**src/rtl/alu_pkg.sv**
```systemverilog
// Shared op-code and state definitions for the sequential ALU and its
// iterative multiply/divide datapath.
package alu_pkg;

    typedef enum logic [3:0] {
        OP_ADD  = 4'd0,
        OP_SUB  = 4'd1,
        OP_AND  = 4'd2,
        OP_OR   = 4'd3,
        OP_XOR  = 4'd4,
        OP_SLT  = 4'd5,
        OP_SLTU = 4'd6,
        OP_SLL  = 4'd7,
        OP_SRL  = 4'd8,
        OP_SRA  = 4'd9,
        OP_MUL  = 4'd10,
        OP_DIVU = 4'd11,
        OP_REMU = 4'd12
    } alu_op_e;

    typedef enum logic [1:0] {
        IDLE = 2'd0,
        BUSY = 2'd1,
        DONE = 2'd2
    } alu_state_e;

    function automatic logic is_iter_op(input logic [3:0] op);
        return (op == OP_MUL) || (op == OP_DIVU) || (op == OP_REMU);
    endfunction

endpackage

```
**src/rtl/alu_muldiv_iter.sv**
```systemverilog
// One-bit-per-cycle shift-add multiplier and restoring divider. Operands are
// captured on start; done pulses during the last of WIDTH iteration cycles.
module alu_muldiv_iter
    import alu_pkg::*;
#(
    parameter int WIDTH = 32,
    parameter int CNT_W = $clog2(WIDTH) + 1
) (
    input  logic             clk,
    input  logic             rst_n,
    input  logic             flush,
    input  logic             start,
    input  logic [3:0]       op,
    input  logic [WIDTH-1:0] a,
    input  logic [WIDTH-1:0] b,
    output logic             done,
    output logic [WIDTH-1:0] result,
    output logic             div_by_zero
);

    // acc_q: product accumulator (MUL) or partial remainder (DIVU/REMU).
    // x_q:   shifted multiplicand (MUL) or dividend/quotient shifter (DIV).
    // y_q:   multiplier shifter (MUL) or divisor (DIV).
    logic             busy_q;
    logic [CNT_W-1:0] cnt_q;
    logic [3:0]       op_q;
    logic             dbz_q;
    logic [WIDTH-1:0] acc_q, acc_d;
    logic [WIDTH-1:0] x_q, x_d;
    logic [WIDTH-1:0] y_q, y_d;
    logic [WIDTH:0]   rem_sh_s;
    logic [WIDTH:0]   diff_s;

    // One iteration step of the selected algorithm.
    always_comb begin
        acc_d    = acc_q;
        x_d      = x_q;
        y_d      = y_q;
        rem_sh_s = {acc_q, x_q[WIDTH-1]};
        diff_s   = rem_sh_s - {1'b0, y_q};
        if (op_q == OP_MUL) begin
            acc_d = acc_q + (y_q[0] ? x_q : {WIDTH{1'b0}});
            x_d   = {x_q[WIDTH-2:0], 1'b0};
            y_d   = {1'b0, y_q[WIDTH-1:1]};
        end else if (!diff_s[WIDTH]) begin
            // A non-negative difference is below the divisor, so it fits WIDTH bits.
            acc_d = diff_s[WIDTH-1:0];
            x_d   = {x_q[WIDTH-2:0], 1'b1};
        end else begin
            acc_d = rem_sh_s[WIDTH-1:0];
            x_d   = {x_q[WIDTH-2:0], 1'b0};
        end
    end

    // Final result is taken from the last step's next-state value.
    always_comb begin
        case (op_q)
            OP_MUL:  result = acc_d;
            OP_DIVU: result = x_d;
            default: result = acc_d;
        endcase
    end

    assign done        = busy_q && (cnt_q == CNT_W'(WIDTH - 1));
    assign div_by_zero = dbz_q;

    // Operand capture and iteration sequencing.
    always_ff @(posedge clk or negedge rst_n) begin
        if (!rst_n) begin
            busy_q <= 1'b0;
            cnt_q  <= {CNT_W{1'b0}};
            op_q   <= 4'd0;
            dbz_q  <= 1'b0;
            acc_q  <= {WIDTH{1'b0}};
            x_q    <= {WIDTH{1'b0}};
            y_q    <= {WIDTH{1'b0}};
        end else if (flush) begin
            busy_q <= 1'b0;
            cnt_q  <= {CNT_W{1'b0}};
        end else if (start) begin
            busy_q <= 1'b1;
            cnt_q  <= {CNT_W{1'b0}};
            op_q   <= op;
            dbz_q  <= (op != OP_MUL) && (b == {WIDTH{1'b0}});
            acc_q  <= {WIDTH{1'b0}};
            x_q    <= a;
            y_q    <= b;
        end else if (busy_q) begin
            acc_q <= acc_d;
            x_q   <= x_d;
            y_q   <= y_d;
            if (done) begin
                busy_q <= 1'b0;
                cnt_q  <= {CNT_W{1'b0}};
            end else begin
                cnt_q <= cnt_q + {{(CNT_W-1){1'b0}}, 1'b1};
            end
        end
    end

endmodule

```
**src/rtl/alu_seq.sv**
```systemverilog
// Sequential ALU: single-cycle ops finish in one cycle, MUL/DIVU/REMU run
// through the iterative datapath. Results are held until consumed.
module alu_seq
    import alu_pkg::*;
#(
    parameter int WIDTH = 32,
    parameter int CNT_W = $clog2(WIDTH) + 1
) (
    input  logic             clk,
    input  logic             rst_n,
    input  logic             flush,
    input  logic             in_valid,
    output logic             in_ready,
    input  logic [3:0]       op,
    input  logic [WIDTH-1:0] a,
    input  logic [WIDTH-1:0] b,
    output logic             out_valid,
    input  logic             out_ready,
    output logic [WIDTH-1:0] result,
    output logic             zero,
    output logic             div_by_zero
);

    localparam int SH_W = $clog2(WIDTH);

    alu_state_e       state_q;
    logic             out_valid_q;
    logic [WIDTH-1:0] result_q;
    logic             zero_q;
    logic             dbz_q;
    logic             accept_s;
    logic             iter_s;
    logic [SH_W-1:0]  shamt_s;
    logic [WIDTH-1:0] alu_res_s;
    logic             md_done_s;
    logic [WIDTH-1:0] md_res_s;
    logic             md_dbz_s;

    assign in_ready    = (state_q == IDLE);
    assign accept_s    = in_valid && in_ready && !flush;
    assign iter_s      = is_iter_op(op);
    assign shamt_s     = b[SH_W-1:0];
    assign out_valid   = out_valid_q;
    assign result      = result_q;
    assign zero        = zero_q;
    assign div_by_zero = dbz_q;

    // Single-cycle operations; undefined codes fall through to ADD.
    always_comb begin
        case (op)
            OP_SUB:  alu_res_s = a - b;
            OP_AND:  alu_res_s = a & b;
            OP_OR:   alu_res_s = a | b;
            OP_XOR:  alu_res_s = a ^ b;
            OP_SLT:  alu_res_s = {{(WIDTH-1){1'b0}}, ($signed(a) < $signed(b))};
            OP_SLTU: alu_res_s = {{(WIDTH-1){1'b0}}, (a < b)};
            OP_SLL:  alu_res_s = a << shamt_s;
            OP_SRL:  alu_res_s = a >> shamt_s;
            OP_SRA:  alu_res_s = $signed(a) >>> shamt_s;
            default: alu_res_s = a + b;
        endcase
    end

    alu_muldiv_iter #(
        .WIDTH (WIDTH),
        .CNT_W (CNT_W)
    ) u_muldiv (
        .clk         (clk),
        .rst_n       (rst_n),
        .flush       (flush),
        .start       (accept_s && iter_s),
        .op          (op),
        .a           (a),
        .b           (b),
        .done        (md_done_s),
        .result      (md_res_s),
        .div_by_zero (md_dbz_s)
    );

    // Control FSM with registered result and flags.
    always_ff @(posedge clk or negedge rst_n) begin
        if (!rst_n) begin
            state_q     <= IDLE;
            out_valid_q <= 1'b0;
            result_q    <= {WIDTH{1'b0}};
            zero_q      <= 1'b1;
            dbz_q       <= 1'b0;
        end else if (flush) begin
            state_q     <= IDLE;
            out_valid_q <= 1'b0;
        end else begin
            case (state_q)
                IDLE: begin
                    if (accept_s && iter_s) begin
                        state_q <= BUSY;
                    end else if (accept_s) begin
                        state_q     <= DONE;
                        out_valid_q <= 1'b1;
                        result_q    <= alu_res_s;
                        zero_q      <= (alu_res_s == {WIDTH{1'b0}});
                        dbz_q       <= 1'b0;
                    end
                end
                BUSY: begin
                    if (md_done_s) begin
                        state_q     <= DONE;
                        out_valid_q <= 1'b1;
                        result_q    <= md_res_s;
                        zero_q      <= (md_res_s == {WIDTH{1'b0}});
                        dbz_q       <= md_dbz_s;
                    end
                end
                DONE: begin
                    // Consuming a result never overlaps with a new accept.
                    if (out_ready) begin
                        state_q     <= IDLE;
                        out_valid_q <= 1'b0;
                    end
                end
                default: begin
                    state_q     <= IDLE;
                    out_valid_q <= 1'b0;
                end
            endcase
        end
    end

endmodule

```
**config.mk**
```make
export PLATFORM = sky130hd
export DESIGN_NAME = alu_seq
export DESIGN_NICKNAME = d
export VERILOG_FILES = /design/src/rtl/alu_pkg.sv /design/src/rtl/alu_muldiv_iter.sv /design/src/rtl/alu_seq.sv
export SDC_FILE = /design/constraint.sdc
export NUM_CORES = 1
export LEC_CHECK = 0
export CAP_MARGIN = 10
export CORE_UTILIZATION = 57
export DETAILED_ROUTE_END_ITERATION = 6
export PLACE_DENSITY_LB_ADDON = 0.25
export SLEW_MARGIN = 20
export SYNTH_ARGS = -nofsm -noshare
export SYNTH_HDL_FRONTEND = slang
export SYNTH_SLANG_ARGS = --single-unit
```
**constraint.sdc**
```tcl
create_clock -name clk -period 3.9 [get_ports clk]
set_input_delay 0.78 -clock clk [delete_from_list [all_inputs] [get_ports clk]]
set_output_delay 0.78 -clock clk [all_outputs]
set_load 0.1 [all_outputs]
```
==> flow_metrics.env, run 1 <==
export IMPL_synth_area_top_cells="dfrtp_1 17%, ha_1 9.7%, nand2_1 6.3%, mux4_2 5.3%, a21oi_1 4.7%"
export IMPL_yosys_warnings=0
export IMPL_worst_endpoint="zero$_DFFE_PN1P_/D"
export IMPL_lastStage="global routing"
export IMPL_synth_async_reset_ratio=1.000
export IMPL_synth_top_area_cell="dfrtp_1"
export IMPL_status="did not finish"
export IMPL_syn_num_nets=3028
export IMPL_rows=69
export IMPL_dp_cells=4002
export IMPL_syn_inst=2789
export IMPL_synth_most_common_cell="nand2_1"
export IMPL_synth_common_cells="352 x nand2_1, 248 x nor2_1, 195 x a21oi_1"
export IMPL_synth_edf_count=0
export IMPL_dieHeight_um=193.4
export IMPL_yosysUniqueCellTypes=98
export IMPL_grt_usage=0.8174
export IMPL_synthFlopType="dfrtp_1"
export IMPL_root_buffer="clkbuf_16"
export IMPL_endpoint_type="sequential cell input"
export IMPL_portBuffers=108
export IMPL_cts_sinks=145
export IMPL_ys_seq_area_frac=0.1738
export IMPL_cts_made_buffers=17
export IMPL_pin_count=109
export IMPL_grt_max_degree=71
export IMPL_yosysTopAreaCellShare=0.1725
export IMPL_avgSynthCellArea_sq_um=7.489
export IMPL_synthesis_area_sq_um=20890
export IMPL_overflow=418
export IMPL_die_w_um=193.4
export IMPL_globalplace_congestion=1.296
export IMPL_start_util=0.5830
export IMPL_cts_max_level=4
export IMPL_clock_path_buffers=2
export IMPL_error_line="[ERROR GRT-0232] Routing congestion too high. Check the congestion heatmap in the GUI."
export IMPL_cts_hold_buf=0
export IMPL_synth_seq_cells=145
export IMPL_dp_final_hpwl_um=78090
## timing repair
action	CTS
resized for setup	134
pin swaps	34
buffers inserted	25
setup endpoints to repair	24
## stage by stage
| stage | instance area [sq um] | hold slack, ns | worst slack [ns] | util | TNS (ns) |
|---|---|---|---|---|---|
| floorplan | 21140 | 0.4350 | -0.2824 | - | -0.7708 |
| global placement | 28460 | 0.4516 | -0.9032 | 0.7944 | -12.87 |
| detailed placement | 28460 | 0.4560 | -0.9776 | 0.7944 | -15.29 |
| CTS | 29620 | 0.3231 | -0.3472 | 0.8268 | -0.7582 |
## per-layer routing
metal | overflow | track usage
met5 | 2 | 0.4496
met4 | 148 | 0.8299
met3 | 17 | 0.7111
met2 | 241 | 0.9540
met1 | 10 | 0.7996
## cells by family after synthesis
kind of cell | synth area share
compound gates | 0.3051
xor+xnor | 0.02558
fa+ha+maj | 0.1009
buf+inv | 0.06583
flops | 0.1738
mux | 0.1098
simple gates | 0.2190
==> inputs of run 2 (changes only) <==
--- a/config.mk
+++ b/config.mk
@@ -6,9 +6,9 @@
 export NUM_CORES = 1
 export LEC_CHECK = 0
 export CAP_MARGIN = 10
-export CORE_UTILIZATION = 57
+export CORE_UTILIZATION = 40
 export DETAILED_ROUTE_END_ITERATION = 6
-export PLACE_DENSITY_LB_ADDON = 0.25
+export PLACE_DENSITY_LB_ADDON = 0.15
 export SLEW_MARGIN = 20
 export SYNTH_ARGS = -nofsm -noshare
 export SYNTH_HDL_FRONTEND = slang
==> constraint.sdc (replaced) <==
create_clock -name clk -period 5.1 [get_ports clk]
set_input_delay 1.02 -clock clk [delete_from_list [all_inputs] [get_ports clk]]
set_output_delay 1.02 -clock clk [all_outputs]
set_load 0.1 [all_outputs]
==> run 2 against run 1 <==
Compared with the run above: the flow now finishes, with violations (DRC); synthesized cell count is the same; area after synthesis is the same.
==> flow_metrics.env, run 2 <==
export IMPL_finalHoldViolCount=0
export IMPL_portBuffers=108
export IMPL_cts_resized=0
export IMPL_cts_made_buffers=17
export IMPL_synth_top_area_cell="dfrtp_1"
export IMPL_routedWlPerCell_um=28.59
export IMPL_die_area_sq_um=53140
export IMPL_layout_commonest_cell="buf_4"
export IMPL_grt_pass1_vias=23880
export IMPL_grt_pass1_wl_um=159700
export IMPL_leakagePower_nw=11.63
export IMPL_tightest_slew_ns=1.043
export IMPL_path_class="reg -> reg"
export IMPL_avgSynthCellArea_sq_um=7.489
export IMPL_die_w_um=230.5
export IMPL_syn_num_nets=3028
export IMPL_hold_class="reg -> reg"
export IMPL_drt_initial_drc_count=2949
export IMPL_r2r_end="zero"
export IMPL_drc_errors=20
export IMPL_syn_inst=2789
export IMPL_grt_max_degree=71
export IMPL_peakVddDrop_uv=249.4
export IMPL_cp_max_fo=5
export IMPL_power_density_nw_per_um2=486.0
export IMPL_first_pass_iters=7
export IMPL_core_sq_um=51410
export IMPL_root_buffer="clkbuf_16"
export IMPL_antenna_found_initial=2
export IMPL_start_util=0.4063
export IMPL_final_period_utilization=0.9690
export IMPL_post_cts_buffers=0
export IMPL_syn_to_final_growth_pct=24.21
export IMPL_cap_violations=0
export IMPL_rows=83
export IMPL_yosys_warnings=0
export IMPL_synth_seq_cells=145
export IMPL_globalplace_congestion=1.087
export IMPL_slew_viol_final=0
export IMPL_use_met1=0.5260
export IMPL_synthesis_area_sq_um=20890
export IMPL_drt_vias_per_instance=6.536
export IMPL_final_area_sq_um=25940
export IMPL_fin_nets=3350
export IMPL_rsz0062_at_grt="no"
export IMPL_critPathCaptureType="flop"
export IMPL_clk_latency_ns=0.45
export IMPL_rr_startpoint="u_muldiv.x_q[31]"
export IMPL_vias=24880
export IMPL_yosysTopAreaCellShare=0.1725
export IMPL_violations="DRC"
export IMPL_status="finished, violations left"
export IMPL_drive_above_1_share=0.1847
export IMPL_cp_endpoint="zero"
export IMPL_cts_sinks=145
export IMPL_ff2ff_setup_slack_ns=0.16
export IMPL_grt_usage=0.4038
export IMPL_synth_common_cells="352 x nand2_1, 248 x nor2_1, 195 x a21oi_1"
export IMPL_slew_headroom=0.3024
export IMPL_overflow=0
export IMPL_grt_util_met3=0.07448
export IMPL_clock_skew_ns=0.01183
export IMPL_placed_area_sq_um=25330
export IMPL_synthFlopType="dfrtp_1"
export IMPL_dieHeight_um=230.5
export IMPL_worstSetupStartpoint="u_muldiv.x_q[31]"
export IMPL_grt_util_met2=0.6438
export IMPL_cts_tree="yes"
export IMPL_clock_path_buffers=2
export IMPL_wl_um=108800
export IMPL_pin_count=109
export IMPL_synth_most_common_cell="nand2_1"
export IMPL_worst_ep_required_time_ns=5.48
export IMPL_ant_nets=0
export IMPL_grt_busiest_layer="met2"
export IMPL_cts_clk_slew_worst_paths_ns=0.08
export IMPL_setup_violations=0
export IMPL_cts_max_level=4
export IMPL_layout_common_cells="391 x buf_4, 352 x nand2_1, 246 x nor2_1"
export IMPL_finalCriticalPeriod_ns=4.942
export IMPL_ff2ff_path_depth=16
export IMPL_yosysUniqueCellTypes=98
export IMPL_ys_seq_area_frac=0.1738
export IMPL_critPathArrivalTime_ns=5.33
export IMPL_start_kind="flop"
export IMPL_synth_area_top_cells="dfrtp_1 17%, ha_1 9.7%, nand2_1 6.3%, mux4_2 5.3%, a21oi_1 4.7%"
export IMPL_utilization=0.5047
export IMPL_cts_hold_buf=0
export IMPL_synth_edf_count=0
export IMPL_fmax_mhz=202.4
export IMPL_synth_async_reset_ratio=1.000
export IMPL_dp_final_hpwl_um=86530
[run 2: layer usage]
metal	up-vias	wire (um)
li1	11060	-
met1	12140	44100
met2	1426	49360
met3	257	9612
met4	0	5744
met5	-	0
[run 2: worst min-delay path by stage]
stage | startpoint | cells after the start | slack, ns | end
after floorplan | u_muldiv.op_q[3] | 1 | 0.44 | u_muldiv.op_q[3]
after global placement | u_muldiv.op_q[3] | 1 | 0.46 | u_muldiv.op_q[3]
after detailed placement | result[4] | 2 | 0.46 | result[4]
after CTS | result[4] | 2 | 0.47 | result[4]
after global routing | result[4] | 2 | 0.49 | result[4]
final | result[4] | 2 | 0.47 | result[4]
[run 2: report_power, final]
part,internal (mW),switching [mW]
Clock,0.654,0.621
Combinational,3.54,5.62
Sequential,1.59,0.577
[run 2: cells by family (layout without fill, tap and decap cells)]
family | count (synthesis) | after routing | share of synthesized area
simple gates | 970 | 971 | 0.2190
xor+xnor | 61 | 61 | 0.02558
compound gates | 923 | 923 | 0.3051
fa+ha+maj | 166 | 166 | 0.1009
other cells | 0 | 2 | 0
flops | 145 | 145 | 0.1738
mux | 165 | 165 | 0.1098
buf+inv | 359 | 693 | 0.06583
[run 2: area by class of cell]
class,count,area (sq um)
diodes,2,5.005
multi-input cells,2286,16010
clock inverters,15,162.7
flip-flops and latches,145,3631
clock buffers,17,425.4
repair buffers,514,4313
fillers,5110,25460
inverters,147,551.8
well taps,680,850.8
[run 2: worst max-delay path, stage by stage (launching register included)]
cell	delay [ns]
dfrtp_1	0.39
inv_1	0.17
ha_1	0.24
inv_1	0.07
fa_1	0.40
a211oi_1	0.39
o211a_1	0.29
or4_4	0.18
a211o_1	0.27
a21oi_4	0.12
nor2_4	0.29
mux2i_1	0.40
o221ai_1	0.25
or4_1	0.60
nor4_2	0.30
nand4_1	0.30
o211ai_2	0.21
[run 2: per-stage QoR]
stage          power (mW)  instances  hold slack [ns]  setup slack (ns)  setup TNS (ns)
5_1_grt             13.32       3804           0.4880           0.01532               0
6_report            12.61       3806           0.4660            0.1583               0
3_5_place_dp        10.97       3771           0.4557           -0.2747         -0.3101
2_1_floorplan       7.704       2789           0.4350          0.002077               0
4_1_cts             12.31       3803           0.4712            0.1208               0
3_3_place_gp        10.87       3771           0.4553           -0.2196         -0.2196
Note: power is estimated with default switching activity, not from simulation.
